`config.mk`:
```
export PLATFORM = sky130hd
export DESIGN_NAME = button_press_encoder
export DESIGN_NICKNAME = d
export VERILOG_FILES = /design/src/rtl/io_pkg.sv /design/src/rtl/btn_debounce.sv /design/src/rtl/button_press_encoder.sv
export SDC_FILE = /design/constraint.sdc
export NUM_CORES = 1
export LEC_CHECK = 0
export ABC_AREA = 1
export CAP_MARGIN = 20
export CORE_UTILIZATION = 60
export DETAILED_ROUTE_END_ITERATION = 10
export PLACE_DENSITY = 0.85
export SLEW_MARGIN = 10
export SYNTH_ARGS = -nofsm -noshare
export SYNTH_HDL_FRONTEND = slang
export SYNTH_HIERARCHICAL = 1
export SYNTH_SLANG_ARGS = --single-unit
export TNS_END_PERCENT = 1
```
`constraint.sdc`:
```
create_clock -name clk -period 2 [get_ports clk]
set_clock_uncertainty 0.1 [all_clocks]
set_input_delay 0.4 -clock clk [delete_from_list [all_inputs] [get_ports clk]]
set_output_delay 0.4 -clock clk [all_outputs]
set_load 0.02 [all_outputs]
```
`src/rtl/io_pkg.sv`:
```
// Shared button/command definitions for the front-end input stages.
// Consumers of the press code import the same constants from here.
package io_pkg;

  localparam int NUM_BTN = 5;

  localparam logic [2:0] NXT  = 3'b000;
  localparam logic [2:0] RLS  = 3'b001;
  localparam logic [2:0] CON  = 3'b010;
  localparam logic [2:0] DEL  = 3'b011;
  localparam logic [2:0] RIS  = 3'b100;
  localparam logic [2:0] NONE = 3'b111;

  localparam int BTN_NXT = 0;
  localparam int BTN_RLS = 1;
  localparam int BTN_CON = 2;
  localparam int BTN_DEL = 3;
  localparam int BTN_RIS = 4;

  typedef enum logic [1:0] {
    IDLE = 2'd0,
    FIRE = 2'd1,
    HOLD = 2'd2
  } state_t;

  // Lowest-index high button wins; returns NONE when nothing is high.
  function automatic logic [2:0] prio_code(input logic [NUM_BTN-1:0] lvl);
    logic [2:0] code;
    code = NONE;
    if      (lvl[BTN_NXT]) code = NXT;
    else if (lvl[BTN_RLS]) code = RLS;
    else if (lvl[BTN_CON]) code = CON;
    else if (lvl[BTN_DEL]) code = DEL;
    else if (lvl[BTN_RIS]) code = RIS;
    return code;
  endfunction

endpackage

```
`src/rtl/btn_debounce.sv`:
```
// Single-button synchroniser and debouncer: r_stable follows the synchronised
// input only after it has disagreed for DEBOUNCE_CYCLES consecutive cycles.
module btn_debounce #(
  parameter int DEBOUNCE_CYCLES = 1_000_000,
  parameter int CNT_W           = $clog2(DEBOUNCE_CYCLES)
) (
  input  logic clk,
  input  logic rst_n,
  input  logic i_btn,
  output logic o_stable
);

  localparam logic [CNT_W-1:0] CNT_MAX = CNT_W'(DEBOUNCE_CYCLES - 1);

  logic             r_meta;
  logic             r_sync;
  logic             r_stable;
  logic [CNT_W-1:0] r_cnt;

  always_ff @(posedge clk or negedge rst_n) begin
    if (!rst_n) begin
      r_meta   <= 1'b0;
      r_sync   <= 1'b0;
      r_stable <= 1'b0;
      r_cnt    <= '0;
    end else begin
      r_meta <= i_btn;
      r_sync <= r_meta;
      // Any agreement restarts the count, so short glitches never accumulate.
      if (r_sync == r_stable) begin
        r_cnt <= '0;
      end else if (r_cnt == CNT_MAX) begin
        r_stable <= r_sync;
        r_cnt    <= '0;
      end else begin
        r_cnt <= r_cnt + 1'b1;
      end
    end
  end

  assign o_stable = r_stable;

endmodule

```
`src/rtl/button_press_encoder.sv`:
```
// Debounces five push-buttons and emits one registered 3-bit command code per
// physical press; a new command requires all buttons released first.
module button_press_encoder
  import io_pkg::*;
#(
  parameter int DEBOUNCE_CYCLES = 1_000_000,
  parameter int CNT_W           = $clog2(DEBOUNCE_CYCLES)
) (
  input  logic               clk,
  input  logic               rst_n,
  input  logic [NUM_BTN-1:0] btn,
  output logic [2:0]         press,
  output logic [NUM_BTN-1:0] btn_level
);

  logic [NUM_BTN-1:0] w_level;
  state_t             r_state;
  state_t             w_state_next;
  logic [2:0]         r_press;
  logic [2:0]         w_press_next;

  generate
    for (genvar gi = 0; gi < NUM_BTN; gi++) begin : g_deb
      btn_debounce #(
        .DEBOUNCE_CYCLES (DEBOUNCE_CYCLES),
        .CNT_W           (CNT_W)
      ) u_deb (
        .clk      (clk),
        .rst_n    (rst_n),
        .i_btn    (btn[gi]),
        .o_stable (w_level[gi])
      );
    end
  endgenerate

  always_ff @(posedge clk or negedge rst_n) begin
    if (!rst_n) begin
      r_state <= IDLE;
      r_press <= NONE;
    end else begin
      r_state <= w_state_next;
      r_press <= w_press_next;
    end
  end

  // The code is latched into r_press on the IDLE->FIRE transition, so it is
  // visible exactly while the FSM sits in FIRE.
  always_comb begin
    w_state_next = r_state;
    w_press_next = NONE;
    case (r_state)
      IDLE: begin
        if (|w_level) begin
          w_state_next = FIRE;
          w_press_next = prio_code(w_level);
        end
      end
      FIRE: begin
        w_state_next = HOLD;
      end
      HOLD: begin
        if (w_level == '0) begin
          w_state_next = IDLE;
        end
      end
      default: begin
        w_state_next = IDLE;
      end
    endcase
  end

  assign press     = r_press;
  assign btn_level = w_level;

endmodule

```
# Word-level counts from Yosys, hierarchy flattened
# Index checks and enable logic that the tools add are counted.
dict set report classes {
  reduce_logical 9
  addsub 5
  eq_ne 14
  n_mux 20
  bitwise 5
}
# cell count
set ops {}
lappend ops {{2-to-1 mux 20 bit} 10}
lappend ops {{adder 20 x 1 -> 20 bit (second input constant)} 5}
lappend ops {{== test 20 bit (second input constant)} 5}
lappend ops {{2-to-1 mux 3 bit} 6}
lappend ops {{AND reduction 2 bit} 6}
lappend ops {{2-to-1 mux 2 bit} 3}
lappend ops {{one-hot mux 2 bit (3 select lines)} 1}
lappend ops {{== test 1 bit} 5}
lappend ops {{zero test 5 bit} 1}
lappend ops {{NOT 1 bit} 5}
lappend ops {{OR reduction 5 bit} 1}
lappend ops {{inequality test 2 bit (second input constant)} 2}
lappend ops {{== test 2 x 1 -> 1 bit (second input constant)} 1}
lappend ops {{== test 2 bit (second input constant)} 1}
lappend ops {{zero test 2 bit} 1}
dict set report word_totals {
  out_inout_bits 8
  register_bits 120
}

# Longest topological paths before layout
dict set report logic_depth {
  depth_word 7
  mapped_depth 9
}

# Modules after synthesis
# The synthesis kept the hierarchy.
# mod cells_each instances area_per_inst_um2
set by_module_without_submodules {}
lappend by_module_without_submodules {btn_debounce 161 5 1335.0}
lappend by_module_without_submodules {button_press_encoder 29 1 226.5}

# Worst setup path before layout
# Ideal clock, no wire load.
dict set report synth_path {
  path_type {reg2reg}
  from {register g_deb[0].u_deb.r_cnt[0]}
  to {register g_deb[0].u_deb.r_cnt[14]}
  path_buffers 0
  synth_period_minus_slack_ps 1340
  arrival_ps 1118
  path_stages_with_launch 9
  setup_slack_ps 660
  cell_sequence {dfrtp_1 ha_1 nand2_1 nor2_1 nand2_2 inv_1 nand2_1 nor3_1 nor2_1}
}
dict set report synth_between {
  elab_chain_cells 3
  word_cells_on_any_way 4
  classes_between {add/sub (1); eq/ne (1); mux (2)}
}
# item line_no
set synth_lines {}
lappend synth_lines {{from (decl)} btn_debounce.sv:18} ;# logic [CNT_W-1:0] r_cnt;
lappend synth_lines {{from (signal assigned)} btn_debounce.sv:36} ;# r_cnt <= r_cnt + 1'b1;
lappend synth_lines {{adder 20 x 1 -> 20 bit / == test 20 bit (equally long branches)} {btn_debounce.sv:36, btn_debounce.sv:32}}
lappend synth_lines {{2-to-1 mux 20 bit (*)} btn_debounce.sv:32} ;# end else if (r_cnt == CNT_MAX) begin
lappend synth_lines {{2-to-1 mux 20 bit (*)} btn_debounce.sv:30} ;# if (r_sync == r_stable) begin
# Every way passes the cells marked *; elsewhere a longest branch is shown, timed or not.
# A chain may end at the register's enable or synchronous reset.

# Worst setup path in the final report
dict set report layout_path {
  from {register g_deb[2].u_deb.r_stable}
  to {output btn_level[2]}
}
# item line_no
set layout_rtl {}
lappend layout_rtl {{from (decl)} btn_debounce.sv:17} ;# logic r_stable;
lappend layout_rtl {{from (signal assigned)} btn_debounce.sv:33} ;# r_stable <= r_sync;
lappend layout_rtl {{to (decl)} button_press_encoder.sv:13} ;# output logic [NUM_BTN-1:0] btn_level
# No word-level cell between the ends.

==> results by group <==
Yosys
  – Post-Syn Area: 0.006902 mm²
  – Syn Inst Count: 834
  – Ys async rst share: 100.0%
  – Most frequent cell after synthesis: nor2_1
  – Seq/Total Area, Yosys: 43.56%
  – Xor/xnor share of the synthesized area: 6.889%
  – Most area-hungry cell type in the Yosys netlist: dfrtp_1
  – Post-synthesis mux area share: 0%
  – Ranking of synthesized cells by area: dfrtp_1 (42%), nor2_1 (10%), nand2_1 (6.4%)
  – Area share of and/or/nand/nor cells after synthesis: 41.35%
  – Post-synthesis register bit count: 120
  – Post-synth net total: 846
  – Largest family of logic cells by synthesized area: simple AND/OR/NAND/NOR gates
  – Commonest cells post-synth: nor2_1 (183), dfrtp_1 (117), nand2_1 (117)
  – EDFF count, synth: 0
  – Warnings from Yosys: 6
  – Synth top area share: 42.42%
  – Synth Area in Compound Gates: 2.611%
  – Synth unique cells: 25
  – Main flop type after synthesis: dfrtp_1
  – Avg Inst Size Synth: 8.275 µm²
  – Adder-Cell Fraction of Synth Area: 0.9065%

Floorplanning
  – Effective utilization at floorplan: 62.57%
  – Boundary Pins: 15
  – Core Footprint: 0.01103 mm²
  – Die Y: 109.3 µm
  – Die X-Extent: 109.3 µm
  – Die ar.: 0.01194 mm²
  – Cell Rows: 38

Detailed routing
  – 1st-iter DRT viols: 358
  – Post-route ant nets: 0
  – WL final: 14,150 µm
  – Wire length per cell: 13.81 µm
  – Drc violations: 0
  – Vias: 5,510
  – DRT Pass-1 Iters: 5
  – Via density: 5.376

Timing
  – F_max: 0.5239 GHz
  – Fin crit share: 95.43%
  – Post-layout min period: 1.909 ns
  – Count of final hold-check violations: 0
  – Slew headroom: 70.60%
  – Worst Max-Slew Pin Slew: 0.4411 ns
  – RSZ-0062 raised after global routing: no
  – Final WS setup: 0.09140 ns
  – # setup viols final: 0
  – Worst hold slack: 0.2480 ns
  – Slew Viols, Final: 0
  – Final setup TNS: 0 ns

Setup path
  – Family with the most delay on the worst path: buffers and inverters
  – Required @ worst endpoint: 1.50 ns
  – Crit end category: primary output
  – CP max-delay cell: clkdlybuf4s50_1
  – CP cell instances: clkdlybuf4s50_1
  – Worst path arrival time: 1.41 ns
  – Critical path class: flip-flop to primary output
  – Buf/Inv on CP: 1
  – Crit-path max cell delay: 0.62 ns
  – Worst Path Max Fanout: 2
  – CP Launch Type: flip-flop

Placed design
  – Port Buffer Count: 14
  – Setup slack at placement: 0.3968 ns
  – Dpl hpwl: 10,040 µm
  – RD Place Congestion: 0.9246

Clock network
  – H-tree levels: 4
  – Reg clk slew, reported paths: 0.05 ns
  – Maximum clock path buffer count: 2
  – CTS buffer count: 17
  – CTS tree: built
  – Root Buffer: clkbuf_16
  – Worst-skew pair later-pin latency: 0.42 ns
  – Total number of clock tree sinks: 120

Global route
  – GR Util met2: 43.17%
  – Largest net degree at the start of global routing: 47
  – Number of global-route vias before repair: 5,324
  – GR Util met3: 6.934%
  – GR Overflow Total: 0
  – Initial antenna violation count: 0
  – First-pass GRT wire length: 24,250 µm
  – Gr busiest metal: met2
  – Tot GR Track Use: 26.56%
  – Met1 Usage GRT: 33.90%

Finish
  – Share of layout cells above drive strength 1: 22.26%
  – Final net count: 884
  – Area Growth Syn to Fin: 14.41%
  – Number of diodes: 0

Status
  – Status: finished, final reports clean

Hold path
  – Worst hold path type: flip-flop to flip-flop

Power
  – Power Density: 749.1 mW/mm²
  – Static Leak: 3.372 nW
  – Maximum vdd drop: 0.7189 mV

Job
  – Max_cap viols: 0
## cells by family (layout without fill, tap and decap cells)
family,count (synthesis),in the layout
fa+ha+maj,5,5
simple gates,537,537
compound gates,36,36
flops,120,120
buf+inv,86,137
xor+xnor,50,50
## report_power, final
part / leakage [nW] / internal [mW] / switching (mW)
Combinational: 1.44 / 0.0549 / 0.131
Clock: 0.304 / 2.18 / 1.06
Sequential: 1.63 / 2.47 / 0.0247
Total: 3.37 / 4.70 / 1.22
## area by class of cell
cell class	instances	area, µm²
multi-input cells	628	3572
fillers	814	3134
flip-flops and latches	120	3007
clock buffers	24	481.7
inverters	86	322.8
repair buffers	19	195.2
well taps	140	175.2
clock inverters	8	142.6
## routing by layer
layer | vias to the layer above | wire (µm)
li1 | 2719 | -
met1 | 2645 | 6441
met2 | 119 | 6869
met3 | 27 | 565
met4 | 0 | 278
met5 | - | 0
## final timing paths
check | startpoint | endpoint | slack (ns) | depth (start not counted)
hold / removal | g_deb[1].u_deb/r_meta$_DFF_PN0_ | g_deb[1].u_deb/r_sync$_DFF_PN0_ | 0.25 | 0
max in group asynchronous | rst_n | g_deb[1].u_deb/r_sync$_DFF_PN0_ | 0.83 | 3
setup reg to reg | g_deb[1].u_deb/r_cnt[0]$_DFF_PN0_ | g_deb[1].u_deb/r_cnt[14]$_DFF_PN0_ | 0.41 | 8
min in group asynchronous | rst_n | g_deb[3].u_deb/r_cnt[18]$_DFF_PN0_ | 0.37 | 2
setup / recovery | g_deb[2].u_deb/o_stable$_DFFE_PN0P_ | btn_level[2] | 0.09 | 1
hold reg to reg | g_deb[1].u_deb/r_meta$_DFF_PN0_ | g_deb[1].u_deb/r_sync$_DFF_PN0_ | 0.25 | 0
## stage by stage
step | util [%] | total power, mW | area [µm²] | cells
after detailed placement | 65.90 | 2.720 | 7269 | 992
after floorplan | - | 2.620 | 6902 | 834
after global placement | 65.90 | 2.712 | 7269 | 992
after CTS | 71.59 | 5.972 | 7896 | 1025
final | 71.59 | 5.915 | 7896 | 1025
after global routing | 71.59 | 6.125 | 7896 | 1025
## flip-flops by register name (all words and copies together), names as in the netlist
signal	count
g_deb.u_deb/r_cnt	100
g_deb.u_deb/r_sync	5
press	3
g_deb.u_deb/o_stable	5
g_deb.u_deb/r_meta	5
r_state	2
## placed cells by master (no fill, tap or decap), drive strengths merged, types with 6 or more instances in the layout
cell type and n:
o21ai 26, xor2 40, dfrtp 117, a21oi 10
clkbuf 24, clkdlybuf4s50 7, dlygate4sd2 6, nand3 65
nand4 20, nand2 172, nand3b 6, nor2 244
nor3 15, inv 86, nor3b 10, xnor2 10
## timing repair
action	CTS	global route
endpoints found under the setup margin	6	0
hold buffers	1	0
resized for setup	6	0
setup buffers	0	0
hold endpoints to repair	28	0
Note: power is estimated with default switching activity, not from simulation.
